===== config.mk =====
export PLATFORM = sky130hd
export DESIGN_NAME = truth_table_sweeper
export DESIGN_NICKNAME = d
export VERILOG_FILES = /design/src/rtl/truth_table_sweeper_pkg.sv /design/src/rtl/truth_table_sweeper_settle_timer.sv /design/src/rtl/truth_table_sweeper.sv
export SDC_FILE = /design/constraint.sdc
export NUM_CORES = 1
export LEC_CHECK = 0
export CAP_MARGIN = 20
export CORE_ASPECT_RATIO = 1.1
export CORE_MARGIN = 4
export CORE_UTILIZATION = 52
export DETAILED_ROUTE_END_ITERATION = 8
export PLACE_DENSITY = 0.75
export SETUP_SLACK_MARGIN = 0.5
export SLEW_MARGIN = 20
export SYNTH_ARGS = -nofsm -noshare
export SYNTH_HDL_FRONTEND = slang
export SYNTH_SLANG_ARGS = --single-unit

===== constraint.sdc =====
create_clock -name clk -period 2.5 [get_ports clk]
set_input_delay 0.25 -clock clk [delete_from_list [all_inputs] [get_ports clk]]
set_output_delay 0.25 -clock clk [all_outputs]
set_load 0.01 [all_outputs]

===== src/rtl/truth_table_sweeper_pkg.sv =====
// Shared types and helpers for truth-table characterisation tooling.
// Bit mapping: vector idx lands in truth_table bit (7 - idx), MSB first.
package tt_sweep_pkg;

    typedef enum logic [1:0] {
        IDLE   = 2'd0,
        SETTLE = 2'd1,
        DONE   = 2'd2
    } state_t;

    localparam int NUM_VECTORS = 8;

    function automatic logic [2:0] tt_bit(input logic [2:0] idx);
        return 3'd7 - idx;
    endfunction

endpackage


===== src/rtl/truth_table_sweeper_settle_timer.sv =====
// Settle-window counter: counts while enabled, expire flags the last cycle
// of the window so the owner can sample and clear in the same edge.
module settle_timer #(
    parameter int SETTLE_CYCLES = 4,
    parameter int CNT_W         = 8
) (
    input  logic clk,
    input  logic rst_n,
    input  logic clr,
    input  logic en,
    output logic expire
);

    logic [CNT_W-1:0] cnt;

    always_ff @(posedge clk or negedge rst_n) begin
        if (!rst_n) begin
            cnt <= '0;
        end else if (clr) begin
            cnt <= '0;
        end else if (en) begin
            cnt <= cnt + CNT_W'(1);
        end
    end

    assign expire = (cnt == CNT_W'(SETTLE_CYCLES - 1));

endmodule


===== src/rtl/truth_table_sweeper.sv =====
// Sweeps the 8 input vectors of a 3-input gate, samples its output after a
// settle window and compares the assembled truth table to an expected code.
module truth_table_sweeper
    import tt_sweep_pkg::*;
#(
    parameter int SETTLE_CYCLES = 4,
    parameter int CNT_W         = 8
) (
    input  logic       clk,
    input  logic       rst_n,
    input  logic       start,
    input  logic       abort,
    input  logic [7:0] expected,
    output logic       gate_in1,
    output logic       gate_in2,
    output logic       gate_in3,
    input  logic       gate_out,
    output logic       busy,
    output logic       done,
    output logic [7:0] truth_table,
    output logic       pass,
    output state_t     dbg_state
);

    // Handshake: start is a single-cycle request taken only in IDLE with abort
    // low; there is no ready, requests elsewhere are dropped, never queued.
    // done is a one-cycle valid for truth_table/pass, which hold until the next start.

    state_t     state_q, state_d;
    logic [2:0] idx_q, idx_d;
    logic [7:0] tt_q, tt_d;
    logic [7:0] exp_code_q, exp_code_d;
    logic       pass_q, pass_d;
    logic       busy_q, busy_d;
    logic       done_q, done_d;
    logic       timer_clr, timer_en, expire;

    settle_timer #(
        .SETTLE_CYCLES(SETTLE_CYCLES),
        .CNT_W        (CNT_W)
    ) u_timer (
        .clk   (clk),
        .rst_n (rst_n),
        .clr   (timer_clr),
        .en    (timer_en),
        .expire(expire)
    );

    always_comb begin
        state_d    = state_q;
        idx_d      = idx_q;
        tt_d       = tt_q;
        exp_code_d = exp_code_q;
        pass_d     = pass_q;
        busy_d     = busy_q;
        done_d     = 1'b0;
        timer_en   = 1'b0;
        timer_clr  = 1'b1;
        case (state_q)
            IDLE: begin
                if (start && !abort) begin
                    state_d    = SETTLE;
                    exp_code_d = expected;
                    tt_d       = 8'h00;
                    pass_d     = 1'b0;
                    idx_d      = 3'd0;
                    busy_d     = 1'b1;
                end
            end
            SETTLE: begin
                if (abort) begin
                    state_d = IDLE;
                    busy_d  = 1'b0;
                    idx_d   = 3'd0;
                    tt_d    = 8'h00;
                    pass_d  = 1'b0;
                end else begin
                    timer_en  = 1'b1;
                    timer_clr = 1'b0;
                    if (expire) begin
                        // Sample, restart the window and move to the next vector together.
                        tt_d[tt_bit(idx_q)] = gate_out;
                        timer_clr           = 1'b1;
                        if (idx_q == 3'(NUM_VECTORS - 1)) begin
                            state_d = DONE;
                            done_d  = 1'b1;
                            pass_d  = (tt_d == exp_code_q);
                        end else begin
                            idx_d = idx_q + 3'd1;
                        end
                    end
                end
            end
            DONE: begin
                state_d = IDLE;
                busy_d  = 1'b0;
                idx_d   = 3'd0;
                if (abort) begin
                    tt_d   = 8'h00;
                    pass_d = 1'b0;
                end
            end
            default: begin
                state_d = IDLE;
                busy_d  = 1'b0;
                idx_d   = 3'd0;
            end
        endcase
    end

    always_ff @(posedge clk or negedge rst_n) begin
        if (!rst_n) begin
            state_q    <= IDLE;
            idx_q      <= 3'd0;
            tt_q       <= 8'h00;
            exp_code_q <= 8'h00;
            pass_q     <= 1'b0;
            busy_q     <= 1'b0;
            done_q     <= 1'b0;
        end else begin
            state_q    <= state_d;
            idx_q      <= idx_d;
            tt_q       <= tt_d;
            exp_code_q <= exp_code_d;
            pass_q     <= pass_d;
            busy_q     <= busy_d;
            done_q     <= done_d;
        end
    end

    // The vector register is the index itself, so it is zero whenever idle.
    assign {gate_in1, gate_in2, gate_in3} = idx_q;
    assign busy        = busy_q;
    assign done        = done_q;
    assign truth_table = tt_q;
    assign pass        = pass_q;
    assign dbg_state   = state_q;

endmodule


======== After elaboration in Yosys (flattened, before gate mapping) ========
Cells that the tools add are included.
operators by class
  add/sub/neg operators ................... 3
  multiply operators ...................... 0
  divide/modulo/power cells ............... 0
  $lt $le $gt $ge ......................... 2
  eq/ne operators ......................... 11
  shifts and indexed selects .............. 0
  mux-type cells .......................... 37
  bitwise logic cells ..................... 0
  reductions and logical operators ........ 12
operator list
  kind                                                                count
  two-way mux 8 bit                                                   6
  one-hot mux 8 bit (3 select lines)                                  1
  two-way mux 1 bit                                                   16
  two-way mux 3 bit                                                   4
  != test 3 bit (second input constant)                               3
  adder 8 x 1 -> 8 bit (second input constant)                        1
  bitwise mux 8 bit                                                   1
  == test 8 x 2 -> 1 bit (second input constant)                      1
  == test 8 bit                                                       1
  two-way mux 2 bit                                                   4
  != test 2 bit (second input constant)                               3
  one-hot mux 3 bit (2 select lines)                                  1
  AND reduction 3 bit                                                 2
  AND reduction 5 bit                                                 1
  < comparator 3 x 4 -> 1 bit (second input constant)                 1
  one-hot mux 2 bit (2 select lines)                                  1
  AND reduction 2 bit                                                 2
  AND reduction 4 bit                                                 1
  adder 3 x 1 -> 3 bit (second input constant)                        1
  demux 1 bit (select 3 bit)                                          1
  == test 3 bit (second input constant)                               1
  greater-or-equal comparator 3 x 1 -> 1 bit (second input constant)  1
  one-hot mux 1 bit (3 select lines)                                  1
  nonzero test 3 bit                                                  1
  other kinds (8)                                                     9
storage, ports and cells
  register bits ........................... 32
  bits in latches ......................... 0
  bits in writable memories ............... 0
  ROM bits ................................ 0
  bits of input ports ..................... 13
  output and inout port bits .............. 16
  logic and storage cells ................. 73
  memories kept ........................... 0

======== Longest topological paths before layout ========
  depth after elaboration ................. 11
  mapped depth ............................ 6
  gate-level depth less buffers ........... 6

======== Cells and area by module ========
From an unflattened synthesis, not the netlist that was laid out.
unflattened totals
  cell total of the unflattened synthesis .. 182
  area, all modules ....................... 1876.8 um^2
modules (own cells, without submodules)
  module               instances  cells each  area an instance (um^2)  seq. area each (um^2)
  truth_table_sweeper  1          142         1465.2                   600.6
  settle_timer         1          40          411.6                    200.2

======== Worst setup path after synthesis ========
Ideal clock, no wire load.
  kind .................................... register to register
  start ................................... register u_timer.cnt[0]
  end ..................................... register pass_q (netlist: pass)
  setup time .............................. 0.095 ns
  arrival time ............................ 2.106 ns
  data required time ...................... 2.405 ns
  slack ................................... 0.298 ns
  cell stages (with the launch flop) ...... 7
  path buffers ............................ 0
  period minus slack after synthesis ...... 2.202 ns
  path through ............................ dfrtp_1 > ha_1 > or4b_4 > o41ai_4 > nand3b_4 > a211o_1 > o31ai_1
on the way
  cells in the longest elaborated chain, start to end .. 3
ends and longest elaborated chain
  element                        RTL line                                source
  from (decl)                    truth_table_sweeper_settle_timer.sv:14  logic [CNT_W-1:0] cnt;
  from (signal assigned)         truth_table_sweeper_settle_timer.sv:22  cnt <= cnt + CNT_W'(1);
  == test 8 x 2 -> 1 bit         truth_table_sweeper_settle_timer.sv:26  assign expire = (cnt == CNT_W'(SETTLE_CYCLES - 1));
  != test 3 bit (no line)        n/a
  AND reduction 5 bit (no line)  n/a
  to (signal assigned)           truth_table_sweeper.sv:125              pass_q <= pass_d;
  to (decl)                      truth_table_sweeper.sv:33               logic pass_q, pass_d;
No other way between the ends.
A chain may end at the register's enable or synchronous reset.

======== Worst setup path after layout ========
  start ................................... register u_timer.cnt[1]
  end ..................................... register pass_q (netlist: pass)
The elaborated chain is that of the path after synthesis.

==> reports/summary.md <==
## Outcome
• finished, final reports clean — run status

## Setup path
• register — category of the worst setup path launch point
• 2270 ps — data arrival time of the critical path
• u_timer.cnt[1] — r2r startpoint
• 2 — maximum fanout count along the critical path
• register to register — category of the most critical setup path
• 2740 ps — data required time of the worst path
• pass — capture instance of the worst register-to-register path
• or4b_4 — slowest stage cell on the critical path
• 490 ps — Slowest Stage Delay on Critical Path
• register — capturing element type of the critical path
• 470 ps — register-to-register setup slack
• ha_4 -> or4b_4 -> o41ai_4 -> nand3b_4 -> a211o_1 -> o31ai_1 — CP cell instances
• 6 — depth of the most critical reg-to-reg path

## STA
• 536.4 ps — transition at the pin with the smallest max-transition slack
• 64.13% — worst max-slew margin expressed relative to the limit
• 6.394 ps — final worst clock skew
• yes — RSZ-0062 raised after global routing
• 0 — final number of hold-violating endpoints
• 0 — final setup violation count
• 2029 ps — crit path time final
• 81.15% — Tcrit/Tclk final
• 492.9 MHz — Achievable Freq
• 0 ps — Setup TNS Final
• 0 — final slew viol count
• 471.2 ps — Setup WS post-layout

## Routing
• 1,373 — total number of vias
• 0 — DRC viols
• 59 — detailed router's first-iteration violation count
• 4 — total iterations of the first detailed-routing run
• 0 — DRT antenna net count
• 16.32 um — final routed wire length divided by cell count
• 5.745 — via-per-instance ratio
• 3.901 mm — aggregate routed wire length

## Logic synthesis
• 46.82% — portion of the post-synthesis area used by sequential elements
• 0 — Post-synth EDFFs
• dfrtp_1, nor2_1, o21ai_0, xor2_1, mux2_2 — ranking of synthesized cells by instance count
• 32 — total of flip-flops plus latches after synthesis
• 0 — warning count from the yosys run
• dfrtp_1, mux2_2, xor2_1, mux2i_1, nor2_1 — cell types occupying the most area after synthesis
• 36 — count of distinct cell types in the synthesized netlist
• dfrtp_1 — dominant synthesized flop cell
• dfrtp_1 — area leader, netlist
• 100.0% — Async S/R FF share, synth
• 1710 um^2 — netlist area before placement
• 179 — Mapped Nets
• 46.82% — area share of the largest cell type after synthesis
• 163 — cells after synthesis
• 10.49 um^2 — syn_area_per_cell
• dfrtp_1 — most frequent cell after synthesis

## GRT
• 19.91% — Total Routing Usage GR
• 6.465 mm — first-pass GRT wire length
• 1,428 — number of global-route vias before repair
• 0 — initial antenna violation count
• 0 — total congestion overflow
• 33 — largest net degree at the start of global routing

## Floorplan
• 4272 um^2 — total die area
• 62.68 um — Die X-Extent
• 29 — count of boundary I/O pins
• 3100 um^2 — core footprint
• 68.15 um — die span in y
• 55.17% — Initial Utilization
• 21 — Core Rows

## Cells and area
• 25.85% — fraction of layout cells with a size suffix above 1
• 36.28% — relative area change from synthesis to final layout
• 803.3 um^2 — Sequential cell area
• 220 — Post-layout nets
• 980.9 um^2 — area of combinational cells with multiple inputs
• 75.18% — final core utilization
• 210 — number of inserted filler cells in the final layout
• 0 — antenna fix cells

## Run
• 0 — max-capacitance violation count

## Pwr
• 503.5 nW/um^2 — power density of the placed cells
• 1.004 nW — leakage component of the power
• 1.174 mW — total power
• 0.4091 mV — peak ir drop on the vdd network

## Clocking
• 2 — CTS Buffer Depth
• 330 ps — worst-skew pair later-pin latency
• clkbuf_4 — CTS root buf
• 100 ps — clock edge transition at the registers on the reported setup and hold paths
• 32 — Sink Count
• 2 — H-tree levels
• 5 — Num CTS Buffers
• built — TritonCTS clock tree

## Place
• 28 — count of input and output buffers
• 0.8519 — GP Congestion
• 2.638 mm — final HPWL from detailed placement
• 331.3 ps — worst setup slack before clock tree synthesis

## Hold path
• input port to asynchronous set/reset pin — min-delay worst type

-- per-layer routing --
layer / GRT usage (%) / wire (um) / vias to the layer above
met3: 4.105 / 145 / 8
met5: 0 / 0 / -
met2: 35.02 / 2037 / 34
li1: - / - / 666
met4: 11.57 / 70 / 0
met1: 22.94 / 1648 / 665
-- placed cells by master (no fill, tap or decap), types with 2 or more instances in the layout --
cell type / n
and3_1: 5
a21oi_1: 4
buf_4: 10
xnor2_1: 4
clkdlybuf4s50_1: 28
nand3_1: 4
nand2_1: 5
clkbuf_4: 5
ha_1: 2
mux2_2: 8
o21ai_0: 4
a22o_1: 2
o21ai_2: 6
mux2i_1: 6
a211oi_1: 2
xor2_1: 10
inv_1: 6
a21oi_2: 3
and2_1: 2
o22ai_2: 2
clkbuf_8: 2
dfrtp_2: 2
dfrtp_1: 30
nand2b_1: 3
nor3b_1: 4
nand3b_1: 2
nor2_1: 15
nor2b_1: 2
nand4_1: 3
-- repair_timing --
item,in CTS,in global routing
hold buffers,0,0
pin swaps,9,7
resized for setup,15,18
setup buffers,5,2
setup endpoints to repair,13,12
-- per-stage QoR --
stage	hold slack [ps]	instances	area, um^2
finish	301.5	239	2331
global route	313.1	239	2331
CTS	325.7	237	2237
detailed placement	477.1	224	2051
global placement	459.9	224	2051
floorplan	-45.59	163	1713
-- cells by family after synthesis --
family,synth area share (%)
and+or+nand+nor,18.65
buffers and inverters,2.633
xor gates and xnor gates,7.169
muxes,9.437
adders and majority gates,2.195
AOI/OAI and AO/OA,13.10
DFF,46.82
-- cell type report --
cell class                 count  area share, %
clock buffer                   7          2.791
tap                           34          1.825
multi-input combinational    119          42.08
clock inverter                 1          1.288
timing repair buffer          40          16.59
inverter                       6         0.9662
sequential                    32          34.46
-- report_power, final --
part / switching [mW] / internal [mW]
sequential: 0.0280 / 0.547
clock: 0.179 / 0.265
combinational: 0.0677 / 0.0865
-- state kept, by name (all words and copies together), names as in the netlist --
signal / cells
exp_code_q: 8
dbg_state: 2
busy: 1
truth_table: 8
u_timer.cnt: 8
done: 1
idx_q: 3
pass: 1
-- worst max-delay path by stage --
| stage | endpoint | from | slack, ps |
|---|---|---|---|
| 5_1_grt | pass | u_timer.cnt[1] | 400 |
| 2_1_floorplan | pass | u_timer.cnt[0] | 310 |
| 4_1_cts | pass | u_timer.cnt[1] | 390 |
| 3_3_place_gp | pass | u_timer.cnt[0] | 430 |
| 6_report | pass | u_timer.cnt[1] | 470 |
| 3_5_place_dp | idx_q[0] | u_timer.cnt[0] | 330 |
-- worst max-delay path, delay by kind of cell (launching register included) --
kind,cells,cell delay (ps)
adder cells (fa/ha/maj),1,150
AND/OR/NAND/NOR,2,620
flip-flops,1,410
AO/OA/AOI/OAI,3,750
No activity file was read; power rests on OpenSTA's default activity.
